===== src/rtl/mdu_ctrl_if.sv =====
// mdu_ctrl_if: bundles the EX-stage multiply/divide issue signals, the
// MTHI/MTLO write path and the HI/LO/status results of mdu_ctrl.
//   master : pipeline side (drives issue + strobes, observes results)
//   slave  : mdu_ctrl side
interface mdu_ctrl_if;
   logic        start;
   logic [1:0]  op;
   logic [31:0] a;
   logic [31:0] b;
   logic        hilo_acc_ID;
   logic        wr_hi;
   logic        wr_lo;
   logic [31:0] wdata;
   logic [31:0] hi;
   logic [31:0] lo;
   logic        busy;
   logic        done;
   logic        Stall_MDU;

   modport master (
      output start, op, a, b, hilo_acc_ID, wr_hi, wr_lo, wdata,
      input  hi, lo, busy, done, Stall_MDU
   );

   modport slave (
      input  start, op, a, b, hilo_acc_ID, wr_hi, wr_lo, wdata,
      output hi, lo, busy, done, Stall_MDU
   );
endinterface


===== src/rtl/mdu_ctrl.sv =====
// mdu_ctrl: iterative MIPS multiply/divide unit with HI/LO registers.
//   clk, rst    : rising-edge clock, asynchronous active-high reset
//   m (slave)   : start/op/a/b issue, hilo_acc_ID, wr_hi/wr_lo/wdata,
//                 hi/lo results, busy, done, Stall_MDU
//   dbg_state   : current FSM state (IDLE=0, CALC=1, FIX=2)
//
// Handshake: `start` is a single-cycle request, accepted only when
// busy=0. Acceptance raises busy on the same edge; busy stays high for
// 33 more edges (32 CALC iterations + 1 FIX), and on the edge busy falls
// HI/LO are written and done pulses high for exactly one cycle. A start
// seen while busy=1 is dropped, never queued.
module mdu_ctrl (
   input  logic       clk,
   input  logic       rst,
   mdu_ctrl_if.slave  m,
   output logic [1:0] dbg_state
);
   typedef enum logic [1:0] {IDLE = 2'd0, CALC = 2'd1, FIX = 2'd2} state_t;

   state_t      state_q, state_d;
   logic [5:0]  cnt_q, cnt_d;
   logic [31:0] acc_hi_q, acc_hi_d;   // product upper half / partial remainder
   logic [31:0] acc_lo_q, acc_lo_d;   // multiplier->product lower / dividend->quotient
   logic [31:0] opnd_q, opnd_d;       // multiplicand or divisor magnitude
   logic        is_div_q, is_div_d;
   logic        neg_lo_q, neg_lo_d;   // negate LO (and full 64-bit product)
   logic        neg_hi_q, neg_hi_d;   // negate remainder
   logic [31:0] hi_q, hi_d;
   logic [31:0] lo_q, lo_d;
   logic        busy_q, busy_d;
   logic        done_q, done_d;

   logic        signed_op;
   logic        sign_diff;
   logic        op_div;
   logic [31:0] mag_a, mag_b;
   logic [32:0] mul_sum;
   logic [32:0] div_sh;
   logic [32:0] div_trial;
   logic [63:0] prod;
   logic [63:0] prod_fix;

   assign signed_op = ~m.op[0];
   assign op_div    = m.op[1];
   assign sign_diff = signed_op & (m.a[31] ^ m.b[31]);

   // 32'h80000000 negates to itself, which read as unsigned is 2^31,
   // so a 32-bit unsigned magnitude covers the signed extreme.
   assign mag_a = (signed_op && m.a[31]) ? 32'd0 - m.a : m.a;
   assign mag_b = (signed_op && m.b[31]) ? 32'd0 - m.b : m.b;

   // Shift-add: add multiplicand to the upper half when the current
   // multiplier bit is set, then shift the 65-bit {carry, hi, lo} right.
   assign mul_sum = {1'b0, acc_hi_q} + (acc_lo_q[0] ? {1'b0, opnd_q} : 33'd0);

   // Restoring division: bring the next dividend bit into the remainder
   // and keep the subtraction only when it does not go negative.
   assign div_sh    = {acc_hi_q, acc_lo_q[31]};
   assign div_trial = div_sh - {1'b0, opnd_q};

   assign prod     = {acc_hi_q, acc_lo_q};
   assign prod_fix = neg_lo_q ? 64'd0 - prod : prod;

   always_comb begin
      state_d  = state_q;
      cnt_d    = cnt_q;
      acc_hi_d = acc_hi_q;
      acc_lo_d = acc_lo_q;
      opnd_d   = opnd_q;
      is_div_d = is_div_q;
      neg_lo_d = neg_lo_q;
      neg_hi_d = neg_hi_q;
      hi_d     = hi_q;
      lo_d     = lo_q;
      busy_d   = busy_q;
      done_d   = 1'b0;

      case (state_q)
         IDLE: begin
            if (m.wr_hi) hi_d = m.wdata;
            if (m.wr_lo) lo_d = m.wdata;
            if (m.start) begin
               state_d  = CALC;
               busy_d   = 1'b1;
               cnt_d    = 6'd0;
               is_div_d = op_div;
               acc_hi_d = 32'd0;
               acc_lo_d = op_div ? mag_a : mag_b;
               opnd_d   = op_div ? mag_b : mag_a;
               // A zero divisor leaves the quotient as all ones; keeping it
               // un-negated yields LO = FFFFFFFF for the signed case too.
               neg_lo_d = sign_diff & ~(op_div & (m.b == 32'd0));
               // The remainder carries the dividend's sign, which also
               // returns HI = a for a zero divisor.
               neg_hi_d = op_div ? (signed_op & m.a[31]) : sign_diff;
            end
         end
         CALC: begin
            if (is_div_q) begin
               if (!div_trial[32]) begin
                  acc_hi_d = div_trial[31:0];
                  acc_lo_d = {acc_lo_q[30:0], 1'b1};
               end else begin
                  acc_hi_d = div_sh[31:0];
                  acc_lo_d = {acc_lo_q[30:0], 1'b0};
               end
            end else begin
               acc_hi_d = mul_sum[32:1];
               acc_lo_d = {mul_sum[0], acc_lo_q[31:1]};
            end
            cnt_d = cnt_q + 6'd1;
            if (cnt_q == 6'd31) state_d = FIX;
         end
         FIX: begin
            if (is_div_q) begin
               lo_d = neg_lo_q ? 32'd0 - acc_lo_q : acc_lo_q;
               hi_d = neg_hi_q ? 32'd0 - acc_hi_q : acc_hi_q;
            end else begin
               hi_d = prod_fix[63:32];
               lo_d = prod_fix[31:0];
            end
            busy_d  = 1'b0;
            done_d  = 1'b1;
            state_d = IDLE;
         end
         default: begin
            state_d = IDLE;
            busy_d  = 1'b0;
         end
      endcase
   end

   always_ff @(posedge clk or posedge rst) begin
      if (rst) begin
         state_q  <= IDLE;
         cnt_q    <= 6'd0;
         acc_hi_q <= 32'd0;
         acc_lo_q <= 32'd0;
         opnd_q   <= 32'd0;
         is_div_q <= 1'b0;
         neg_lo_q <= 1'b0;
         neg_hi_q <= 1'b0;
         hi_q     <= 32'd0;
         lo_q     <= 32'd0;
         busy_q   <= 1'b0;
         done_q   <= 1'b0;
      end else begin
         state_q  <= state_d;
         cnt_q    <= cnt_d;
         acc_hi_q <= acc_hi_d;
         acc_lo_q <= acc_lo_d;
         opnd_q   <= opnd_d;
         is_div_q <= is_div_d;
         neg_lo_q <= neg_lo_d;
         neg_hi_q <= neg_hi_d;
         hi_q     <= hi_d;
         lo_q     <= lo_d;
         busy_q   <= busy_d;
         done_q   <= done_d;
      end
   end

   assign m.hi        = hi_q;
   assign m.lo        = lo_q;
   assign m.busy      = busy_q;
   assign m.done      = done_q;
   // Stall the front end as soon as a HI/LO user sits in ID behind an
   // issuing or running operation, without waiting for busy to register.
   assign m.Stall_MDU = m.hilo_acc_ID & (busy_q | m.start);
   assign dbg_state   = state_q;
endmodule


===== src/flat_wrapper.sv =====
// flat-port wrapper written by rule: the top's interface ports become plain ports
module mdu_ctrl_flat 
  (clk, rst, dbg_state, m_start, m_op, m_a, m_b, m_hilo_acc_ID, m_wr_hi, m_wr_lo, m_wdata, m_hi, m_lo, m_busy, m_done, m_Stall_MDU);
  mdu_ctrl_if m_i ();
  input  logic clk;
  input  logic rst;
  output logic [1:0] dbg_state;
  input wire logic [$bits(m_i.start)-1:0] m_start;
  input wire logic [$bits(m_i.op)-1:0] m_op;
  input wire logic [$bits(m_i.a)-1:0] m_a;
  input wire logic [$bits(m_i.b)-1:0] m_b;
  input wire logic [$bits(m_i.hilo_acc_ID)-1:0] m_hilo_acc_ID;
  input wire logic [$bits(m_i.wr_hi)-1:0] m_wr_hi;
  input wire logic [$bits(m_i.wr_lo)-1:0] m_wr_lo;
  input wire logic [$bits(m_i.wdata)-1:0] m_wdata;
  output wire logic [$bits(m_i.hi)-1:0] m_hi;
  output wire logic [$bits(m_i.lo)-1:0] m_lo;
  output wire logic [$bits(m_i.busy)-1:0] m_busy;
  output wire logic [$bits(m_i.done)-1:0] m_done;
  output wire logic [$bits(m_i.Stall_MDU)-1:0] m_Stall_MDU;
  assign m_i.start = m_start;
  assign m_i.op = m_op;
  assign m_i.a = m_a;
  assign m_i.b = m_b;
  assign m_i.hilo_acc_ID = m_hilo_acc_ID;
  assign m_i.wr_hi = m_wr_hi;
  assign m_i.wr_lo = m_wr_lo;
  assign m_i.wdata = m_wdata;
  assign m_hi = m_i.hi;
  assign m_lo = m_i.lo;
  assign m_busy = m_i.busy;
  assign m_done = m_i.done;
  assign m_Stall_MDU = m_i.Stall_MDU;
  mdu_ctrl u_core (.clk(clk), .rst(rst), .m(m_i), .dbg_state(dbg_state));
endmodule

===== config.mk =====
export PLATFORM = sky130hd
export DESIGN_NAME = mdu_ctrl_flat
export DESIGN_NICKNAME = d
export VERILOG_FILES = /design/src/rtl/mdu_ctrl_if.sv /design/src/rtl/mdu_ctrl.sv /design/src/flat_wrapper.sv
export SDC_FILE = /design/constraint.sdc
export NUM_CORES = 1
export LEC_CHECK = 0
export BUFFER_PORTS_ARGS = -buffer_cell sky130_fd_sc_hd__buf_4
export CAP_MARGIN = 20
export CORE_MARGIN = 3
export CORE_UTILIZATION = 30
export CTS_CLUSTER_SIZE = 10
export DETAILED_ROUTE_END_ITERATION = 7
export SETUP_SLACK_MARGIN = 0.15
export SLEW_MARGIN = 20
export SYNTH_ARGS = -nofsm -noshare
export SYNTH_HDL_FRONTEND = slang
export SYNTH_SLANG_ARGS = --single-unit

===== constraint.sdc =====
create_clock -name clk -period 9.7 [get_ports clk]
set_input_delay 0.97 -clock clk [delete_from_list [all_inputs] [get_ports clk]]
set_output_delay 0.97 -clock clk [all_outputs]
set_load 0.01 [all_outputs]

==> metrics <==
status completed; Worst-Margin Slew about 1.1 ns; vias in the first global route approximately 14000; final setup vio count 0; Placer Congestion between 0.9 and 1; TritonCTS Sinks about 170; die height 228.6 µm; Post-CTS Setup Bufs 0; Peak VDD IR between 0.00015 and 0.0002 V; via count 14780; TritonCTS buffer count 17; most common cell after layout, fill and taps aside nor2_1; initial drt markers between 1000 and 1500; final hold slack between 0.4 and 0.5 ns; Post-synth EDFFs 0; CP endpoint kind register; r2r endpoint u_core.acc_hi_q[31]; Layout fillers approximately 5000; R2R Path Start u_core.acc_lo_q[0]; final WL between 50000 and 60000 µm; CTS tree yes; type of the worst min-delay path reg -> reg; Synth Area in Simple Gates between 20% and 30%; Final Critical Period approximately 4 ns; adder-cell share of the synthesized area about 6.1%; starting density of the core a little under a third; largest family of logic cells by synthesized area compound AO/OA/AOI/OAI gates; CTS Root Buffer Type clkbuf_16; H-tree depth 4; register area roughly 4300 µm²; grt ovf 0; Pwr Density ~370 nW/µm²; Avg Cell Area, Syn between 7 and 8 µm²; library cells used by synthesis 83; Slew Limit Headroom 27.01%; Worst Path Arrival between 4 and 5 ns; critical path endpoint u_core.acc_hi_q[31]; crit share post-route slightly above 40%; Resized Gates After CTS 0; mapped cell area between 10000 and 15000 µm²; post-synthesis net count 2104; Post-Syn Instances 1929; TritonRoute pass-1 iters 7; placed cell count ~2700; Synth Area in XOR/XNOR 10.13%; Pleak 7.452 nW; count of boundary I/O pins ~170; fin cells 2685; multiplexer share of the synthesized area between 4 and 5%; Worst-path clk slew ~0.070 ns; row count 80; post-route setup TNS 0 ns; final antenna-violating net count 0; Diodes inserted 0; CTS Hold Bufs 0; largest net degree at the start of global routing 105; Max Cap Viol 0; Setup Crit Path Kind reg -> reg; #FFs+latches synth roughly 170; Final Max Slew Viols 0; Multi-input gate area between 9000 and 10000 µm²; DPL Wire Length 42470 µm; Worst Skew 0.01110 ns; CP Data Required Time 10.05 ns; Die Wd 228.6 µm; Clock Latency Late Sink 0.46 ns; worst r2r path cells 13; Reg2Reg Setup Slack approximately 5.7 ns; DR vias/cell approximately 5.5; final net count around 2200; Yosys Warn Count 0; DRC viols 0; critical path startpoint u_core.acc_lo_q[0]; Total GRT Usage between 20% and 30%; CTS max path bufs 2; initial antenna violation count 0; Hold Fails Final Rpt 0; crit start category register; die area about 52000 µm²; ratio of cells with drive above 1 in the final layout a little over an eighth; first-pass GRT wire length roughly 83000 µm; routed len/inst just over 20 µm; ys async rst share 100.0%; Compound-Gate Fraction of Synth Area 25.20%; # port buffers about 170; commonest non-fill, non-tap cells in the layout 220 x nor2_1, 219 x nand2_1, 193 x a21oi_1; synth-to-layout area growth 16.21%; core area a little under 50000 µm²; top fanout value on the critical path 28; RSZ-0062 raised after global routing no; ys flop type dfrtp_1; sequential share of the synthesized area 29.11%; f_max ~250 MHz
layer usage:
layer,part of all wire (%),vias to the layer above,GRT usage (%)
met5,0,-,0
met4,2.7,0,6.472
met3,6.4,90,2.941
met2,46,554,32.98
met1,45,7090,27.80
li1,-,7044,-
where the power goes:
group	switching, mW	internal, mW	total, mW	leakage [nW]
sequential	0.568	1.08	1.64	2.14
clock	0.337	0.338	0.675	0.263
combinational	2.41	1.69	4.10	5.05
total	3.31	3.10	6.42	7.45
logic make-up (layout without fill, tap and decap cells):
group / Yosys count / count (layout)
flops: 173 / 173
xor+xnor: 172 / 172
mux: 63 / 63
buf+inv: 191 / 291
simple gates: 652 / 652
fa+ha+maj: 71 / 71
compound gates: 607 / 607
through the flow:
step	utilization (%)	power, mW	instance area (µm²)	setup WS, ns
after floorplan	-	4.374	14870	4.042
after global placement	34.50	5.630	16680	5.892
after detailed placement	34.56	5.684	16710	5.778
after CTS	35.72	6.375	17270	5.747
after global routing	35.75	6.949	17280	5.445
final	35.75	6.416	17280	5.726
worst max-delay path, cell delays in order, from the launching register on:
cell	delay [ns]
dfrtp_1	0.46
inv_1	0.23
buf_4	0.36
nor2_1	0.10
ha_1	0.35
a211o_1	0.32
a21oi_2	0.15
nor4b_2	0.30
nor3_1	0.16
o311ai_2	0.34
nand4_1	0.15
a41o_1	0.29
a2111o_1	0.41
a32o_1	0.22
cells in the mapped netlist, types with 15 or more instances:
library cell	number	area, µm²
clkbuf_1	95	356.6
xnor2_1	99	867.1
a21oi_1	193	965.9
nand2b_1	16	100.1
o221ai_1	17	148.9
nor3_1	42	210.2
nor2b_1	16	100.1
nand3_1	29	145.1
xor2_1	73	639.4
dfrtp_1	173	4329
ha_1	69	863.3
nor2_1	221	829.6
inv_1	70	262.8
mux2i_1	56	560.5
nand2_1	220	825.8
o21ai_0	174	870.8
o31ai_1	43	322.8
a22oi_1	18	135.1
a31oi_1	15	93.84
a211oi_1	18	135.1
a21o_1	27	202.7
cell type report:
type	instances	area share, %
Multi-Input combinational cell	1565	57.08
Clock buffer	18	2.483
Sequential cell	173	25.06
Clock inverter	14	0.7747
Timing Repair Buffer	187	8.261
Inverter	72	1.593
Tap cell	656	4.749
flip-flops by register name (all words and copies together) (netlist names):
register and cells:
u_core.cnt_q 6, u_core.neg_lo_q 1, u_core.m.hi 32, u_core.acc_hi_q 32
u_core.opnd_q 32, u_core.acc_lo_q 32, u_core.dbg_state 2, u_core.is_div_q 1
u_core.m.lo 32, u_core.m.done 1, u_core.neg_hi_q 1, u_core.m.busy 1
worst min-delay path by stage:
stage,from,end,slack [ns],cells past startpoint
after global placement,u_core.m.lo[29],u_core.m.lo[29],0.46,1
after detailed placement,u_core.m.hi[12],u_core.m.hi[12],0.47,2
after floorplan,u_core.opnd_q[23],u_core.opnd_q[23],0.45,1
after global routing,u_core.m.hi[12],u_core.m.hi[12],0.50,2
final,u_core.m.hi[12],u_core.m.hi[12],0.48,2
after CTS,u_core.m.hi[12],u_core.m.hi[12],0.49,2
Power figures use the tool's default switching activity.
